**src/rtl/m2_block_sequencer.sv**
```systemverilog
// Milestone 2 block scheduler: walks every 8x8 block of the Y, U and V planes and
// overlaps fetch/IDCT/write-back of neighbouring blocks in a two-stage pipeline.
module m2_block_sequencer #(
    parameter int Y_BLOCK_COLS  = 40,
    parameter int UV_BLOCK_COLS = 20,
    parameter int BLOCK_ROWS    = 30
) (
    input  logic       CLOCK_50_I,
    input  logic       Resetn,
    input  logic       M2_start,
    output logic       M2_done,
    output logic       busy,
    output logic       FS_start,
    output logic       CT_start,
    output logic       CS_start,
    output logic       WS_start,
    input  logic       FS_done,
    input  logic       CT_done,
    input  logic       CS_done,
    input  logic       WS_done,
    output logic [1:0] fs_plane,
    output logic [4:0] fs_row,
    output logic [5:0] fs_col,
    output logic [1:0] ws_plane,
    output logic [4:0] ws_row,
    output logic [5:0] ws_col,
    output logic       sram_sel,
    output logic [2:0] state_dbg
);

    // Sub-unit handshake: *_start is a one-cycle pulse in the first cycle of a state;
    // the unit answers with a one-cycle *_done pulse some cycles later. Each done is
    // latched in a sticky flag, and the state is left one cycle after every unit it
    // launched has reported. Done pulses in the launch cycle or from idle units are dropped.

    typedef enum logic [2:0] {
        S_IDLE    = 3'd0,
        S_LEAD_FS = 3'd1,
        S_LEAD_CT = 3'd2,
        S_MEGA_A  = 3'd3,
        S_MEGA_B  = 3'd4,
        S_TAIL_CS = 3'd5,
        S_TAIL_WS = 3'd6,
        S_DONE    = 3'd7
    } state_e;

    // With no chroma columns the frame ends in the Y plane.
    localparam int LAST_PLANE = (UV_BLOCK_COLS == 0) ? 0 : 2;
    localparam int LAST_COLS  = (UV_BLOCK_COLS == 0) ? Y_BLOCK_COLS : UV_BLOCK_COLS;
    localparam logic [12:0] LAST_BLK = {2'(LAST_PLANE), 5'(BLOCK_ROWS - 1), 6'(LAST_COLS - 1)};

    // Block coordinate packed as {plane[1:0], row[4:0], col[5:0]}; saturates at the last block.
    function automatic logic [12:0] next_blk(input logic [12:0] b);
        logic [1:0] p;
        logic [4:0] r;
        logic [5:0] c;
        logic [5:0] cols_m1;
        p = b[12:11];
        r = b[10:6];
        c = b[5:0];
        cols_m1 = (p == 2'd0) ? 6'(Y_BLOCK_COLS - 1) : 6'(UV_BLOCK_COLS - 1);
        if (b == LAST_BLK) begin
            return b;
        end
        if (c == cols_m1) begin
            c = 6'd0;
            if (r == 5'(BLOCK_ROWS - 1)) begin
                r = 5'd0;
                p = p + 2'd1;
            end else begin
                r = r + 5'd1;
            end
        end else begin
            c = c + 6'd1;
        end
        return {p, r, c};
    endfunction

    state_e      state_q, state_d;
    logic        launch_q, launch_d;
    logic [3:0]  flag_q, flag_d;      // {fs, ct, cs, ws}
    logic [12:0] fs_blk_q, fs_blk_d;
    logic [12:0] ws_blk_q, ws_blk_d;

    logic [3:0]  unit_mask;           // units launched by the current state, {fs, ct, cs, ws}
    logic [3:0]  done_in;
    logic        all_done;
    logic [12:0] ws_next;

    assign done_in = {FS_done, CT_done, CS_done, WS_done};

    always_ff @(posedge CLOCK_50_I or negedge Resetn) begin
        if (!Resetn) begin
            state_q  <= S_IDLE;
            launch_q <= 1'b0;
            flag_q   <= 4'b0000;
            fs_blk_q <= 13'd0;
            ws_blk_q <= 13'd0;
        end else begin
            state_q  <= state_d;
            launch_q <= launch_d;
            flag_q   <= flag_d;
            fs_blk_q <= fs_blk_d;
            ws_blk_q <= ws_blk_d;
        end
    end

    always_comb begin
        state_d  = state_q;
        fs_blk_d = fs_blk_q;
        ws_blk_d = ws_blk_q;
        ws_next  = next_blk(ws_blk_q);
        all_done = !launch_q && (unit_mask != 4'b0000) && ((flag_q | ~unit_mask) == 4'b1111);

        if (launch_q || (unit_mask == 4'b0000)) begin
            flag_d = 4'b0000;
        end else begin
            flag_d = flag_q | (done_in & unit_mask);
        end

        case (state_q)
            S_IDLE: begin
                if (M2_start) begin
                    state_d  = S_LEAD_FS;
                    fs_blk_d = 13'd0;
                    ws_blk_d = 13'd0;
                end
            end
            S_LEAD_FS: begin
                if (all_done) begin
                    state_d  = S_LEAD_CT;
                    fs_blk_d = next_blk(fs_blk_q);
                end
            end
            S_LEAD_CT: begin
                // A one-block frame has nothing to overlap and goes straight to the tail.
                if (all_done) begin
                    state_d = (ws_blk_q == LAST_BLK) ? S_TAIL_CS : S_MEGA_A;
                end
            end
            S_MEGA_A: begin
                if (all_done) begin
                    state_d  = S_MEGA_B;
                    fs_blk_d = next_blk(fs_blk_q);
                end
            end
            S_MEGA_B: begin
                if (all_done) begin
                    ws_blk_d = ws_next;
                    state_d  = (ws_next == LAST_BLK) ? S_TAIL_CS : S_MEGA_A;
                end
            end
            S_TAIL_CS: begin
                if (all_done) begin
                    state_d = S_TAIL_WS;
                end
            end
            S_TAIL_WS: begin
                if (all_done) begin
                    state_d  = S_DONE;
                    fs_blk_d = 13'd0;
                    ws_blk_d = 13'd0;
                end
            end
            default: begin
                state_d = S_IDLE;
            end
        endcase

        launch_d = (state_d != state_q) && (state_d != S_IDLE) && (state_d != S_DONE);
    end

    always_comb begin
        case (state_q)
            S_LEAD_FS: unit_mask = 4'b1000;
            S_LEAD_CT: unit_mask = 4'b0100;
            S_MEGA_A:  unit_mask = 4'b1010;
            S_MEGA_B:  unit_mask = 4'b0101;
            S_TAIL_CS: unit_mask = 4'b0010;
            S_TAIL_WS: unit_mask = 4'b0001;
            default:   unit_mask = 4'b0000;
        endcase

        {FS_start, CT_start, CS_start, WS_start} = launch_q ? unit_mask : 4'b0000;
        sram_sel  = (state_q == S_MEGA_B) || (state_q == S_TAIL_WS);
        busy      = (state_q != S_IDLE) && (state_q != S_DONE);
        M2_done   = (state_q == S_DONE);
        fs_plane  = fs_blk_q[12:11];
        fs_row    = fs_blk_q[10:6];
        fs_col    = fs_blk_q[5:0];
        ws_plane  = ws_blk_q[12:11];
        ws_row    = ws_blk_q[10:6];
        ws_col    = ws_blk_q[5:0];
        state_dbg = state_q;
    end

endmodule

```
**config.mk**
```make
export PLATFORM = sky130hd
export DESIGN_NAME = m2_block_sequencer
export DESIGN_NICKNAME = d
export VERILOG_FILES = /design/src/rtl/m2_block_sequencer.sv
export SDC_FILE = /design/constraint.sdc
export NUM_CORES = 1
export LEC_CHECK = 0
export ABC_CLOCK_PERIOD_IN_PS = 3300
export CORE_MARGIN = 3
export CORE_UTILIZATION = 40
export CTS_BUF_LIST = sky130_fd_sc_hd__clkbuf_8 sky130_fd_sc_hd__clkbuf_16
export DETAILED_ROUTE_END_ITERATION = 10
export PLACE_DENSITY_LB_ADDON = 0.08
export SYNTH_ARGS = -nofsm -noshare
export SYNTH_HDL_FRONTEND = slang
export SYNTH_SLANG_ARGS = --single-unit
export TNS_END_PERCENT = 5
```
**constraint.sdc**
```tcl
create_clock -name CLOCK_50_I -period 3.3 [get_ports CLOCK_50_I]
set_input_delay 0.66 -clock CLOCK_50_I [delete_from_list [all_inputs] [get_ports CLOCK_50_I]]
set_output_delay 0.66 -clock CLOCK_50_I [all_outputs]
set_load 0.05 [all_outputs]
```
==> impl_metrics.json <==
{
  "die_area_mm2": 0.00704,
  "cts_buffers": 5,
  "fin_area_mm2": 0.00301,
  "hold_buffers": 0,
  "wl_per_cell_um": 15.5,
  "cts_root_buf": "clkbuf_8",
  "timing.fmax_mhz": 342,
  "num_rows": 27,
  "netlist_instances": 292,
  "end_kind": "primary output",
  "r2r_end": "fs_blk_q[9]",
  "syn_area_per_cell_um2": 8.32,
  "arrival_ps": 2270,
  "worst_r2r_path_depth": 7,
  "fin_skew_ps": 5.92,
  "drive_gt1_share_pct": 7.53,
  "required_ps": 2640,
  "outcome": "finished clean",
  "min_from": "fs_blk_q[0]",
  "viasPerCell": 5.93,
  "period_share_pct": 88.7,
  "ctsResizeCount": 0,
  "antenna_found_initial": 0,
  "ys_seq_area_share_pct": 35.0,
  "finalHoldViolCount": 0,
  "pin_count": 43,
  "drtIter0Drc": 107,
  "fin_setup_tns_ps": 0,
  "die_y_um": 83.9,
  "yosysWarnings": 0,
  "leakage_nw": 1.18,
  "cts_tree": "yes",
  "dr.pass1.iters": 4,
  "layout_commonest_cell": "clkdlybuf4s50_1",
  "clk_pin_slew_ps": 80,
  "drt-total-wl_um": 6260,
  "synth-seq-cells": 34,
  "syn2layout_area_growth_pct": 23.8,
  "fin_nets": 346,
  "drc_errors": 0,
  "slew_violations": 0,
  "initial_core_util_pct": 42.8,
  "setup_violations": 0,
  "hold_depth": 1,
  "critical_path_class": "register to primary output",
  "critPathLaunchType": "register",
  "clock-sinks": 34,
  "max-slew-margin-rel_pct": 53.9,
  "grt_usage_pct": 18.2,
  "synth-main-ff-cell": "dfrtp_1",
  "grt_pass1_wl_um": 10600,
  "worstReg2RegStart": "state_dbg[1]",
  "grt_max_degree": 35,
  "maxCapViolations": 0,
  "dpl_cell_area_mm2": 0.00290,
  "clockBufferDepth": 2,
  "routed-via-count": 2395,
  "grt_overflow": 0,
  "chipWidth_um": 83.9,
  "postRouteAntennaNets": 0,
  "syn-cell-area_mm2": 0.00243,
  "syn_nets": 307,
  "worstMarginPinSlew_ps": 692,
  "synth_edf_count": 0,
  "fin_ws_ps": 372,
  "p_per_area_mw_per_mm2": 829,
  "core_mm2": 0.00568,
  "grt_pass1_vias": 2182,
  "vdd_ir_drop_max_mv": 0.596,
  "dp_hpwl_um": 4420,
  "htree_levels": 2,
  "layout_common_cells": "clkdlybuf4s50_1 (40), dfrtp_1 (34), nand2_1 (29)",
  "synth_cell_types": 64,
  "clock_latency_ps": 290,
  "gp_congestion": 0.866,
  "io_buffer_count": 42,
  "ff2ff_setup_slack_ps": 750,
  "fin_crit_ps": 2930,
  "path_max_fanout": 23,
  "hp-class": "register to register",
  "postCtsSetupBuffers": 0,
  "synthArstFlopShare_pct": 100,
  "rsz0062_at_grt": "false",
  "hold_end": "fs_blk_q[0]",
  "pre_cts_slack_ps": 616,
  "antenna_cells": 0
}
registers in the layout, indices dropped and copies added (netlist names):
| register | count |
|---|---|
| flag_q | 4 |
| fs_blk_q | 13 |
| launch_q | 1 |
| state_dbg | 3 |
| ws_blk_q | 13 |
worst max-delay path by stage:
| stage | start | to | slack [ps] | cells after the start |
|---|---|---|---|---|
| CTS | state_dbg[1] | CT_start | 370 | 4 |
| detailed placement | M2_start | fs_blk_q[9] | 620 | 8 |
| floorplan | state_dbg[0] | busy | 310 | 4 |
| finish | state_dbg[1] | CT_start | 370 | 4 |
| global placement | M2_start | fs_blk_q[9] | 690 | 8 |
| global route | state_dbg[1] | CT_start | 210 | 4 |
cell usage after synthesis (7+ instances only):
cell | instances | share of area (%)
a21oi_1 | 11 | 2.3
and3_1 | 8 | 2.1
dfrtp_1 | 34 | 35
ha_1 | 8 | 4.1
inv_1 | 18 | 2.8
nand2_1 | 29 | 4.5
nand3_1 | 12 | 2.5
nor2_1 | 22 | 3.4
nor3_1 | 8 | 1.6
o21ai_0 | 17 | 3.5
o21ai_1 | 17 | 3.5
o31ai_1 | 7 | 2.2
power breakdown:
group	internal [mW]	leakage [nW]	switching (mW)	total [mW]
Sequential	0.539	0.450	0.236	0.776
Clock	0.220	0.0607	0.160	0.380
Combinational	0.477	0.673	0.860	1.34
per-layer routing:
| metal | vias to the layer above | wire length (µm) | GRT usage (%) |
|---|---|---|---|
| met5 | - | 0 | 0 |
| met1 | 1173 | 3170 | 27.1 |
| met3 | 4 | 221 | 3.16 |
| met2 | 49 | 2830 | 27.0 |
| li1 | 1169 | - | - |
| met4 | 0 | 39 | 4.97 |
worst max-delay path: stages (launching register included):
cell	delay (ps)
dfrtp_1	790
xor2_1	200
nand2_1	80
nor2_1	100
clkdlybuf4s50_1	810
stage by stage:
stage	total power, mW	std cells	hold slack (ps)	utilization (%)
floorplan	1.71	292	364	-
global placement	2.11	396	522	51.1
detailed placement	2.12	396	520	51.1
CTS	2.51	404	530	53.0
global route	2.67	404	567	53.0
finish	2.49	404	528	53.0
kinds of logic after synthesis:
group	count (synthesis)	share of synthesized area, %
flops	34	35.0
fa+ha+maj	9	4.53
simple gates	113	25.3
buf+inv	34	5.87
mux	1	0.464
xor+xnor	2	0.721
compound gates	99	28.1
layout make-up:
class	instances	area, µm²
Clock buffer	5	68.8
Timing Repair Buffer	47	453
Inverter	19	71.3
Tap cell	72	90.1
Fill cell	560	2670
Clock inverter	3	37.5
Sequential cell	34	851
Multi-Input combinational cell	224	1440
Power figures use the tool's default switching activity.
==> variant, RTL diff (config.mk and constraints unchanged) <==
Add an input register stage for `M2_start`, `FS_done`, `CT_done`, `CS_done` and `WS_done`, cleared by the reset; this delays them by one clock.
--- a/src/rtl/m2_block_sequencer.sv
+++ b/src/rtl/m2_block_sequencer.sv
@@ -51,2 +51,24 @@
 
+    logic M2_start_q;
+    logic FS_done_q;
+    logic CT_done_q;
+    logic CS_done_q;
+    logic WS_done_q;
+
+    always_ff @(posedge CLOCK_50_I or negedge Resetn) begin
+        if (!Resetn) begin
+            M2_start_q <= '0;
+            FS_done_q  <= '0;
+            CT_done_q  <= '0;
+            CS_done_q  <= '0;
+            WS_done_q  <= '0;
+        end else begin
+            M2_start_q <= M2_start;
+            FS_done_q  <= FS_done;
+            CT_done_q  <= CT_done;
+            CS_done_q  <= CS_done;
+            WS_done_q  <= WS_done;
+        end
+    end
+
     // Block coordinate packed as {plane[1:0], row[4:0], col[5:0]}; saturates at the last block.
@@ -89,3 +111,3 @@
 
-    assign done_in = {FS_done, CT_done, CS_done, WS_done};
+    assign done_in = {FS_done_q, CT_done_q, CS_done_q, WS_done_q};
 
@@ -122,3 +144,3 @@
             S_IDLE: begin
-                if (M2_start) begin
+                if (M2_start_q) begin
                     state_d  = S_LEAD_FS;
Formal check against the unedited RTL: not equivalent (Yosys sat finds a counterexample within 4 cycles, from zero or initial values and one cycle with Resetn low).
==> variant against the original RTL <==
Final cell count down 4.7%; clock skew down 0.00065 ns; sequential cell count rose by 5; routed wire length shrank 2.8%; global-route usage is 0.55 points lower; total power decreased by 16%; synthesized area is 1.0% lower; setup slack got worse by 0.087 ns; non-clock buffer count fell by 2; cell area decreased by 0.67%; die area down 0.96%; largest cell class unchanged.
==> variant: results (changes against the original RTL) <==
- Status: complete, no violations (unchanged)
- The average wire per standard cell was 15.8 µm (was 15.5 µm).
- The number of DRC markers in iteration 0 is 94 (was 107).
- The number of buffers added on ports came to 42 (unchanged).
- The normalized max-slew margin is 41.8% (was 53.9%).
- GR Layer Usage met2: 29.2% (was 27.0%)
* Data arrival time of the critical path: 2.36 ns (was 2.27 ns)
- The power consumed by combinational cells was 0.00103 W (was 0.00134 W).
- Met1 capacity usage during global routing: 23.9% (was 27.1%)
* Met1 routed wirelength after detailed routing: 3.07 mm (was 3.17 mm)
- GR Layer Usage met3: 2.96% (was 3.16%)
* Clk Tree Root Cell: sky130_fd_sc_hd__clkbuf_8 (unchanged)
- The overall routed net length is 6.08 mm (was 6.26 mm).
- The static leakage is 1.18 nW (about the same).
- Number of instances in the synthesized netlist: 270 (was 292)
* Share of synthesized area spent on multiplexers: 1.30% (was 0.464%)
* Xor-xnor portion of the synthesized cell area: 0.729% (was 0.721%)
- The class of the tightest hold or removal check is input port to asynchronous set/reset pin (was flip-flop to flip-flop).
* All-layer global routing usage: 17.6% (was 18.2%)
- Number of CTS-inserted buffers: 5 (unchanged)
- Cell total after placement: 377 (was 396)
* Worst IR Drop VDD: 0.523 mV (was 0.596 mV)
- The count of cell types in the netlist was 55 (was 64).
- The worst clock skew came to 0.00527 ns (was 0.00592 ns).
- Depth of the most critical reg-to-reg path: 8 (was 7)
- The HPWL after detailed placement is 4.25 mm (was 4.42 mm).
- Largest net degree at the start of global routing: 40 (was 35)
- The number of buffers between clock root and the deepest sink came to 2 (unchanged).
- Biggest area contributors in the synthesized netlist: sky130_fd_sc_hd__dfrtp_1 41%, sky130_fd_sc_hd__o21ai_0 5.0%, sky130_fd_sc_hd__o31ai_1 5.0% (was sky130_fd_sc_hd__dfrtp_1 35%, sky130_fd_sc_hd__nand2_1 4.5%, sky130_fd_sc_hd__ha_1 4.1%)
- Top cells by count, synth: 39 x sky130_fd_sc_hd__dfrtp_1, 24 x sky130_fd_sc_hd__nor2_1, 24 x sky130_fd_sc_hd__o21ai_0, 19 x sky130_fd_sc_hd__nand2_1 (was 34 x sky130_fd_sc_hd__dfrtp_1, 29 x sky130_fd_sc_hd__nand2_1, 22 x sky130_fd_sc_hd__nor2_1, 18 x sky130_fd_sc_hd__inv_1)
- The detailed route wirelength on metal2 was 2.74 mm (was 2.83 mm).
* Complex-gate fraction of the synthesized area: 24.3% (was 28.1%)
- Vias: 2,231 (was 2,395)
* Adder and majority gate portion of the synthesized area: 4.16% (was 4.53%)
- The weighted congestion reported at the end of routability-driven placement is 0.808 (was 0.866).
* Global-route wire length before repair: 10.4 mm (was 10.6 mm)
* Routed length on met3: 189 µm (was 221 µm)
* First-pass iteration count of the detailed router: 4 (unchanged)
- Net count, final: 327 (was 346)
- Nets in the synthesized netlist: 285 (was 307)
- The fraction of final layout cells sized beyond drive strength 1 came to 8.31% (was 7.53%).
* Internal power: 0.00110 W (was 0.00124 W)
- Relative contribution of the clock network to total power: 17.1% (was 15.2%)
* Register area share after synthesis: 40.6% (was 35.0%)
[variant: kinds of logic after synthesis]
family	count (synthesis)
buffers and inverters	25
xor gates and xnor gates	2
muxes	3
adders and majority gates	8
AOI/OAI and AO/OA	87
DFF	39
and+or+nand+nor	106
[variant: final timing paths]
kind | from | to | slack [ns]
worst min register to register | fs_blk_q[10]$_DFFE_PN0P_ | fs_blk_q[10]$_DFFE_PN0P_ | 0.52
min in group CLOCK_50_I | fs_blk_q[10]$_DFFE_PN0P_ | fs_blk_q[10]$_DFFE_PN0P_ | 0.52
worst max register to register | ws_blk_q[11]$_DFFE_PN0P_ | state_dbg[1]$_DFF_PN0_ | 0.42
max in group asynchronous | Resetn | flag_q[1]$_DFF_PN0_ | 2.27
worst min-delay path | Resetn | ws_blk_q[4]$_DFFE_PN0P_ | 0.48
worst max-delay path | state_dbg[2]$_DFF_PN0_ | M2_done | 0.28
[variant: stage by stage]
stage	instance area, µm²	total power (W)	setup slack, ns
3_5_place_dp	2890	0.00174	0.445
6_report	2990	0.00210	0.285
5_1_grt	2990	0.00224	0.0931
2_1_floorplan	2400	0.00143	0.0875
4_1_cts	2990	0.00211	0.302
3_3_place_gp	2890	0.00174	0.459
[variant: layout make-up]
type | instances | area (µm²)
Clock inverter | 1 | 3.75
Multi-Input combinational cell | 206 | 1330
Clock buffer | 7 | 96.3
Fill cell | 567 | 2690
Inverter | 15 | 56.3
Timing Repair Buffer | 45 | 438
Sequential cell | 39 | 976
Tap cell | 72 | 90.1
[variant: critical path, stage by stage (launching register included)]
cell                              delay [ns]
sky130_fd_sc_hd__dfrtp_1                0.78
sky130_fd_sc_hd__nand2_1                0.23
sky130_fd_sc_hd__nor2_1                 0.21
sky130_fd_sc_hd__clkdlybuf4s50_1        0.84
